<file path="config.mk">
export PLATFORM = sky130hd
export DESIGN_NAME = dma_axil_write_master
export DESIGN_NICKNAME = d
export VERILOG_FILES = /design/src/rtl/dma_pkg.sv /design/src/rtl/dma_axil_write_master.sv
export SDC_FILE = /design/constraint.sdc
export NUM_CORES = 1
export LEC_CHECK = 0
export ABC_AREA = 1
export BUFFER_PORTS_ARGS = -buffer_cell sky130_fd_sc_hd__buf_4
export CORE_ASPECT_RATIO = 0.75
export CORE_UTILIZATION = 48
export DETAILED_ROUTE_END_ITERATION = 10
export GPL_TIMING_DRIVEN = 0
export PLACE_DENSITY = 0.8
export SYNTH_ARGS = -nofsm -noshare
export SYNTH_HDL_FRONTEND = slang
export SYNTH_SLANG_ARGS = --single-unit
</file>
<file path="constraint.sdc">
create_clock -name clk -period 1.6 [get_ports clk]
set_clock_uncertainty 0.2 [all_clocks]
set_input_delay 0.16 -clock clk [delete_from_list [all_inputs] [get_ports clk]]
set_output_delay 0.16 -clock clk [all_outputs]
set_load 0.1 [all_outputs]
</file>
<file path="src/rtl/dma_pkg.sv">
// ---------------------------------------------------------------------------
// dma_pkg
// Shared types and helpers for the DMA write-side master.
//   state_e         : write-master FSM states
//   RESP_OKAY/SLVERR: AXI write response codes
//   wstrb_from_rem  : byte strobe for a beat given the bytes still to move
// ---------------------------------------------------------------------------
package dma_pkg;

    typedef enum logic [2:0] {
        ST_IDLE,
        ST_FETCH,
        ST_ISSUE,
        ST_RESP,
        ST_DONE
    } state_e;

    localparam logic [1:0] RESP_OKAY   = 2'b00;
    localparam logic [1:0] RESP_SLVERR = 2'b10;

    // Full word when at least four bytes remain, otherwise a low-aligned mask.
    function automatic logic [3:0] wstrb_from_rem(input int unsigned rem);
        logic [3:0] strb;
        if (rem >= 4)
            strb = 4'hF;
        else if (rem == 3)
            strb = 4'h7;
        else if (rem == 2)
            strb = 4'h3;
        else if (rem == 1)
            strb = 4'h1;
        else
            strb = 4'h0;
        return strb;
    endfunction

endpackage

</file>
<file path="src/rtl/dma_axil_write_master.sv">
// ---------------------------------------------------------------------------
// dma_axil_write_master
// Drains words from the DMA internal stream and writes them to a destination
// AXI4-Lite slave as single-beat writes to incrementing word addresses.
// The last beat of a command is byte-masked through WSTRB.
//
// Ports
//   clk, rst              : clock (posedge), asynchronous active-low reset
//   start, dst_addr,
//   length                : command strobe, byte address, byte count
//   busy, done, error     : status back to the DMA control block
//   s_data/s_valid/s_ready: stream input from the read side
//   AW*, W*, B*           : AXI4-Lite write channels toward the slave
// ---------------------------------------------------------------------------
module dma_axil_write_master
    import dma_pkg::*;
#(
    parameter int unsigned DATAWIDTH  = 32,
    parameter int unsigned MAX_LENGTH = 16,
    parameter int unsigned LEN        = $clog2(MAX_LENGTH) + 1
) (
    input  logic                 clk,
    input  logic                 rst,

    input  logic                 start,
    input  logic [DATAWIDTH-1:0] dst_addr,
    input  logic [LEN-1:0]       length,
    output logic                 busy,
    output logic                 done,
    output logic                 error,

    input  logic [DATAWIDTH-1:0] s_data,
    input  logic                 s_valid,
    output logic                 s_ready,

    output logic [DATAWIDTH-1:0] AWADDR,
    output logic                 AWVALID,
    output logic [2:0]           AWPROT,
    input  logic                 AWREADY,
    output logic [DATAWIDTH-1:0] WDATA,
    output logic [3:0]           WSTRB,
    output logic                 WVALID,
    input  logic                 WREADY,
    input  logic [1:0]           BRESP,
    input  logic                 BVALID,
    output logic                 BREADY
);

    state_e               state_q;
    logic [DATAWIDTH-1:0] cur_addr_q;
    logic [LEN-1:0]       rem_q;
    logic                 busy_q;
    logic                 done_q;
    logic                 error_q;
    logic                 s_ready_q;
    logic                 awvalid_q;
    logic                 wvalid_q;
    logic                 bready_q;
    logic [DATAWIDTH-1:0] awaddr_q;
    logic [DATAWIDTH-1:0] wdata_q;
    logic [3:0]           wstrb_q;
    logic                 aw_done_q;
    logic                 w_done_q;

    logic                 s_hs;
    logic                 aw_hs;
    logic                 w_hs;
    logic                 b_hs;
    logic                 len_too_long;
    logic [LEN-1:0]       rem_d;
    logic [DATAWIDTH-1:0] addr_d;
    logic [DATAWIDTH-1:0] start_addr_d;

    always_comb begin
        s_hs         = s_valid & s_ready_q;
        aw_hs        = awvalid_q & AWREADY;
        w_hs         = wvalid_q & WREADY;
        b_hs         = BVALID & bready_q;
        len_too_long = 32'(length) > MAX_LENGTH;
        rem_d        = (rem_q >= LEN'(4)) ? rem_q - LEN'(4) : '0;
        addr_d       = cur_addr_q + DATAWIDTH'(4);
        start_addr_d = dst_addr & ~DATAWIDTH'(3);
    end

    always_ff @(posedge clk or negedge rst) begin
        if (!rst) begin
            state_q    <= ST_IDLE;
            cur_addr_q <= '0;
            rem_q      <= '0;
            busy_q     <= 1'b0;
            done_q     <= 1'b0;
            error_q    <= 1'b0;
            s_ready_q  <= 1'b0;
            awvalid_q  <= 1'b0;
            wvalid_q   <= 1'b0;
            bready_q   <= 1'b0;
            awaddr_q   <= '0;
            wdata_q    <= '0;
            wstrb_q    <= '0;
            aw_done_q  <= 1'b0;
            w_done_q   <= 1'b0;
        end else begin
            case (state_q)
                ST_IDLE: begin
                    if (start) begin
                        cur_addr_q <= start_addr_d;
                        rem_q      <= length;
                        error_q    <= 1'b0;
                        busy_q     <= 1'b1;
                        if (length == '0) begin
                            state_q <= ST_DONE;
                        end else if (len_too_long) begin
                            error_q <= 1'b1;
                            state_q <= ST_DONE;
                        end else begin
                            s_ready_q <= 1'b1;
                            state_q   <= ST_FETCH;
                        end
                    end
                end

                ST_FETCH: begin
                    if (s_hs) begin
                        s_ready_q <= 1'b0;
                        wdata_q   <= s_data;
                        awaddr_q  <= cur_addr_q;
                        wstrb_q   <= wstrb_from_rem(32'(rem_q));
                        awvalid_q <= 1'b1;
                        wvalid_q  <= 1'b1;
                        state_q   <= ST_ISSUE;
                    end
                end

                // AW and W complete independently; the done flags remember
                // a channel that finished in an earlier cycle.
                ST_ISSUE: begin
                    if (aw_hs) begin
                        awvalid_q <= 1'b0;
                        aw_done_q <= 1'b1;
                    end
                    if (w_hs) begin
                        wvalid_q <= 1'b0;
                        w_done_q <= 1'b1;
                    end
                    if ((aw_done_q | aw_hs) & (w_done_q | w_hs)) begin
                        aw_done_q <= 1'b0;
                        w_done_q  <= 1'b0;
                        bready_q  <= 1'b1;
                        state_q   <= ST_RESP;
                    end
                end

                ST_RESP: begin
                    if (b_hs) begin
                        bready_q <= 1'b0;
                        if (BRESP != RESP_OKAY) begin
                            error_q <= 1'b1;
                            state_q <= ST_DONE;
                        end else begin
                            rem_q      <= rem_d;
                            cur_addr_q <= addr_d;
                            if (rem_d == '0) begin
                                state_q <= ST_DONE;
                            end else begin
                                s_ready_q <= 1'b1;
                                state_q   <= ST_FETCH;
                            end
                        end
                    end
                end

                // First DONE cycle raises done; second drops done and busy
                // together, so start stays ignored while done is visible.
                ST_DONE: begin
                    if (!done_q) begin
                        done_q <= 1'b1;
                    end else begin
                        done_q  <= 1'b0;
                        busy_q  <= 1'b0;
                        state_q <= ST_IDLE;
                    end
                end

                default: state_q <= ST_IDLE;
            endcase
        end
    end

    assign busy    = busy_q;
    assign done    = done_q;
    assign error   = error_q;
    assign s_ready = s_ready_q;
    assign AWADDR  = awaddr_q;
    assign AWVALID = awvalid_q;
    assign AWPROT  = 3'b000;
    assign WDATA   = wdata_q;
    assign WSTRB   = wstrb_q;
    assign WVALID  = wvalid_q;
    assign BREADY  = bready_q;

endmodule
</file>
==> flow_summary.toml <==
[outcome]
status = "finished with violations"
violations = "setup timing"

[global_route]
grt_max_degree = 114
gr-max-usage-layer = "met2"
grt_overflow_total = 0
antenna_found_initial = 0
first_global_vias = 6733
use_met2_pct = 59.4
grt_usage_pct = 37.4
grt_pass1_wl_um = 35000
use_met1_pct = 49.1
use_met3_pct = 9.24

[synthesis]
avgSynthCellArea_sq_um = 7.22
netlist_instances = 797
syn_area_sq_um = 5750
yosysSeqAreaShare_pct = 49.2
netlist_top_cells_area = "dfrtp_1, nand2_1, nor2_1, nand3_1, o21ai_1"
yosys_warnings = 0
yosysTopAreaCellShare_pct = 49.2
yosys.area.top_type = "dfrtp_1"
synth-seq-cells = 113
synth.distinct_cells = 30

[clock_tree]
cts_tree = "built"
clock_latency_ns = 0.42
cts_made_buffers = 17
htreeDepth = 4
root_buffer = "clkbuf_16"
cts_num_sinks = 113
cts.clk_slew.worst_paths_ns = 0.06
clk_path_buf_depth = 2

[floorplanning]
dieArea_sq_um = 12400
die_width_um = 128
row_count = 34
ios = 156
start_util_pct = 49.5
core-area_sq_um = 11600
die_h_um = 96.8

[finish]
stdcell_count = 1278
diodes = 0
area_growth_pct = 69.5
nets = 1188
layout_commonest_cell = "nand2_1"
final_cell_mix = "nand2_1, buf_4, dfrtp_1"
drive_above_1_share_pct = 36.4

[drt]
vias = 7302
vias_per_cell = 5.71
drt-pass1-iter-count = 6
drtAntennaViolNets = 0
wl_um = 25400
route.detailed.drc = 0
drt-initial-drc-count = 996
wl_per_cell_um = 19.8

[setup_path]
reg2reg_from = "state_q[0]"
arrival_ns = 2.08
ff2ff_path_depth = 9
crit_fanout = 6
crit_type = "flip-flop to flip-flop"
worstPathRequired_ns = 1.71
endpoint_kind = "flip-flop"
r2r-end = "cur_addr_q[3]"
crit_path_start_kind = "flip-flop"
r2r_slack_ns = -0.38

[timing]
hold_viol_final = 0
setup_viol = 107
max_freq_ghz = 0.505
worst_slack_ns = -0.379
rsz0062_at_grt = "true"
period_share_pct = 124
period_minus_slack_ns = 1.98
fin_setup_tns_ns = -21.66
slew_viol_final = 0

[flow_run]
max_cap_viol_count = 0

[hold_path]
hold_path.class = "primary input to async pin"

[placement]
port-buffer-count = 148
dpl.hpwl_um = 12600
post-place-cells = 1111
place_congestion = 0.930
-- state kept, by name, summed over array words and instances, names as in the netlist, 3 cells and up --
name        flops
cur_addr_q     30
WDATA          32
WSTRB           4
state_q         3
rem_q           5
AWADDR         30
-- repair_timing --
action | in CTS | in global routing
endpoints found under the hold margin | 188 | 113
cloned | 13 | 2
pin swaps | 12 | 21
setup endpoints to repair | 109 | 112
gates resized for setup | 130 | 84
buffers inserted | 27 | 21
hold buffers | 71 | 1
-- metal layers --
layer	routed length [um]	vias to the layer above	share of wire [%]
met1	9210	3375	36
met3	3120	179	12
met2	11600	623	46
met4	1370	0	5.4
met5	0	-	0
li1	-	3125	-
-- cell families (layout without fill, tap and decap cells) --
group           count (synthesis)  after routing  synth area share, %
compound gates                 82             82                 7.35
xor+xnor                        1              1                0.152
fa+ha+maj                       7              7                 1.52
buf+inv                        83            398                 6.27
flops                         113            113                 49.2
other cells                     1              5               0.0652
simple gates                  510            510                 35.5
-- cell type report --
| class | instances | area (sq um) |
|---|---|---|
| Multi-Input combinational cell | 605 | 3050 |
| Sequential cell | 113 | 2850 |
| Timing Repair Buffer | 282 | 2470 |
| Fill cell | 620 | 1870 |
| Clock buffer | 19 | 443 |
| Buffer | 32 | 384 |
| Inverter | 51 | 206 |
| Tap cell | 162 | 203 |
| Clock inverter | 13 | 129 |
| Timing Repair inverter | 1 | 7.51 |
-- cells in the mapped netlist --
master,number
buf_1,2
or2_2,3
o21ai_0,20
a21oi_1,16
nor2_2,4
nand4_1,6
conb_1,1
nor2_4,1
buf_4,6
a31oi_1,1
o22ai_1,2
o211ai_1,2
clkbuf_1,8
nor3_2,1
ha_1,7
o21ai_1,40
inv_2,5
buf_6,1
xnor2_1,1
nor3_1,1
buf_2,15
nor2_1,110
dfrtp_1,113
nor4_1,1
nand3_1,48
nand4_2,1
nand2_1,333
inv_1,46
nand3_2,1
o22a_1,1
-- worst max-delay path by stage --
| stage | startpoint | end | slack (ns) |
|---|---|---|---|
| 3_3_place_gp | state_q[1] | cur_addr_q[24] | -0.37 |
| 3_5_place_dp | state_q[1] | cur_addr_q[24] | -0.37 |
| 4_1_cts | state_q[2] | AWADDR[7] | -0.19 |
| 6_report | state_q[0] | cur_addr_q[3] | -0.38 |
| 5_1_grt | state_q[1] | rem_q[1] | -0.35 |
| 2_1_floorplan | state_q[0] | WDATA[16] | -0.08 |
-- stage by stage --
step	hold WS [ns]	util [%]	worst slack [ns]	area, sq um
final	0.0469	83.9	-0.379	9750
after global routing	0.0694	83.9	-0.347	9750
after CTS	-0.0740	79.6	-0.194	9250
after detailed placement	0.164	61.9	-0.372	7190
after global placement	0.162	61.9	-0.372	7190
after floorplan	-0.336	-	-0.0775	5870
-- worst max-delay path, cell delays in order, from the launching register on --
cell,delay (ns)
dfrtp_2,0.46
inv_4,0.11
buf_4,0.12
nand3_4,0.07
nand2_4,0.12
nand2_4,0.07
nor2_4,0.22
buf_6,0.18
nor2_1,0.06
a31oi_1,0.24
Power is left out: the tool's default activity adds up to more than one toggle a clock period on the data nets, which glitch-free logic cannot reach.
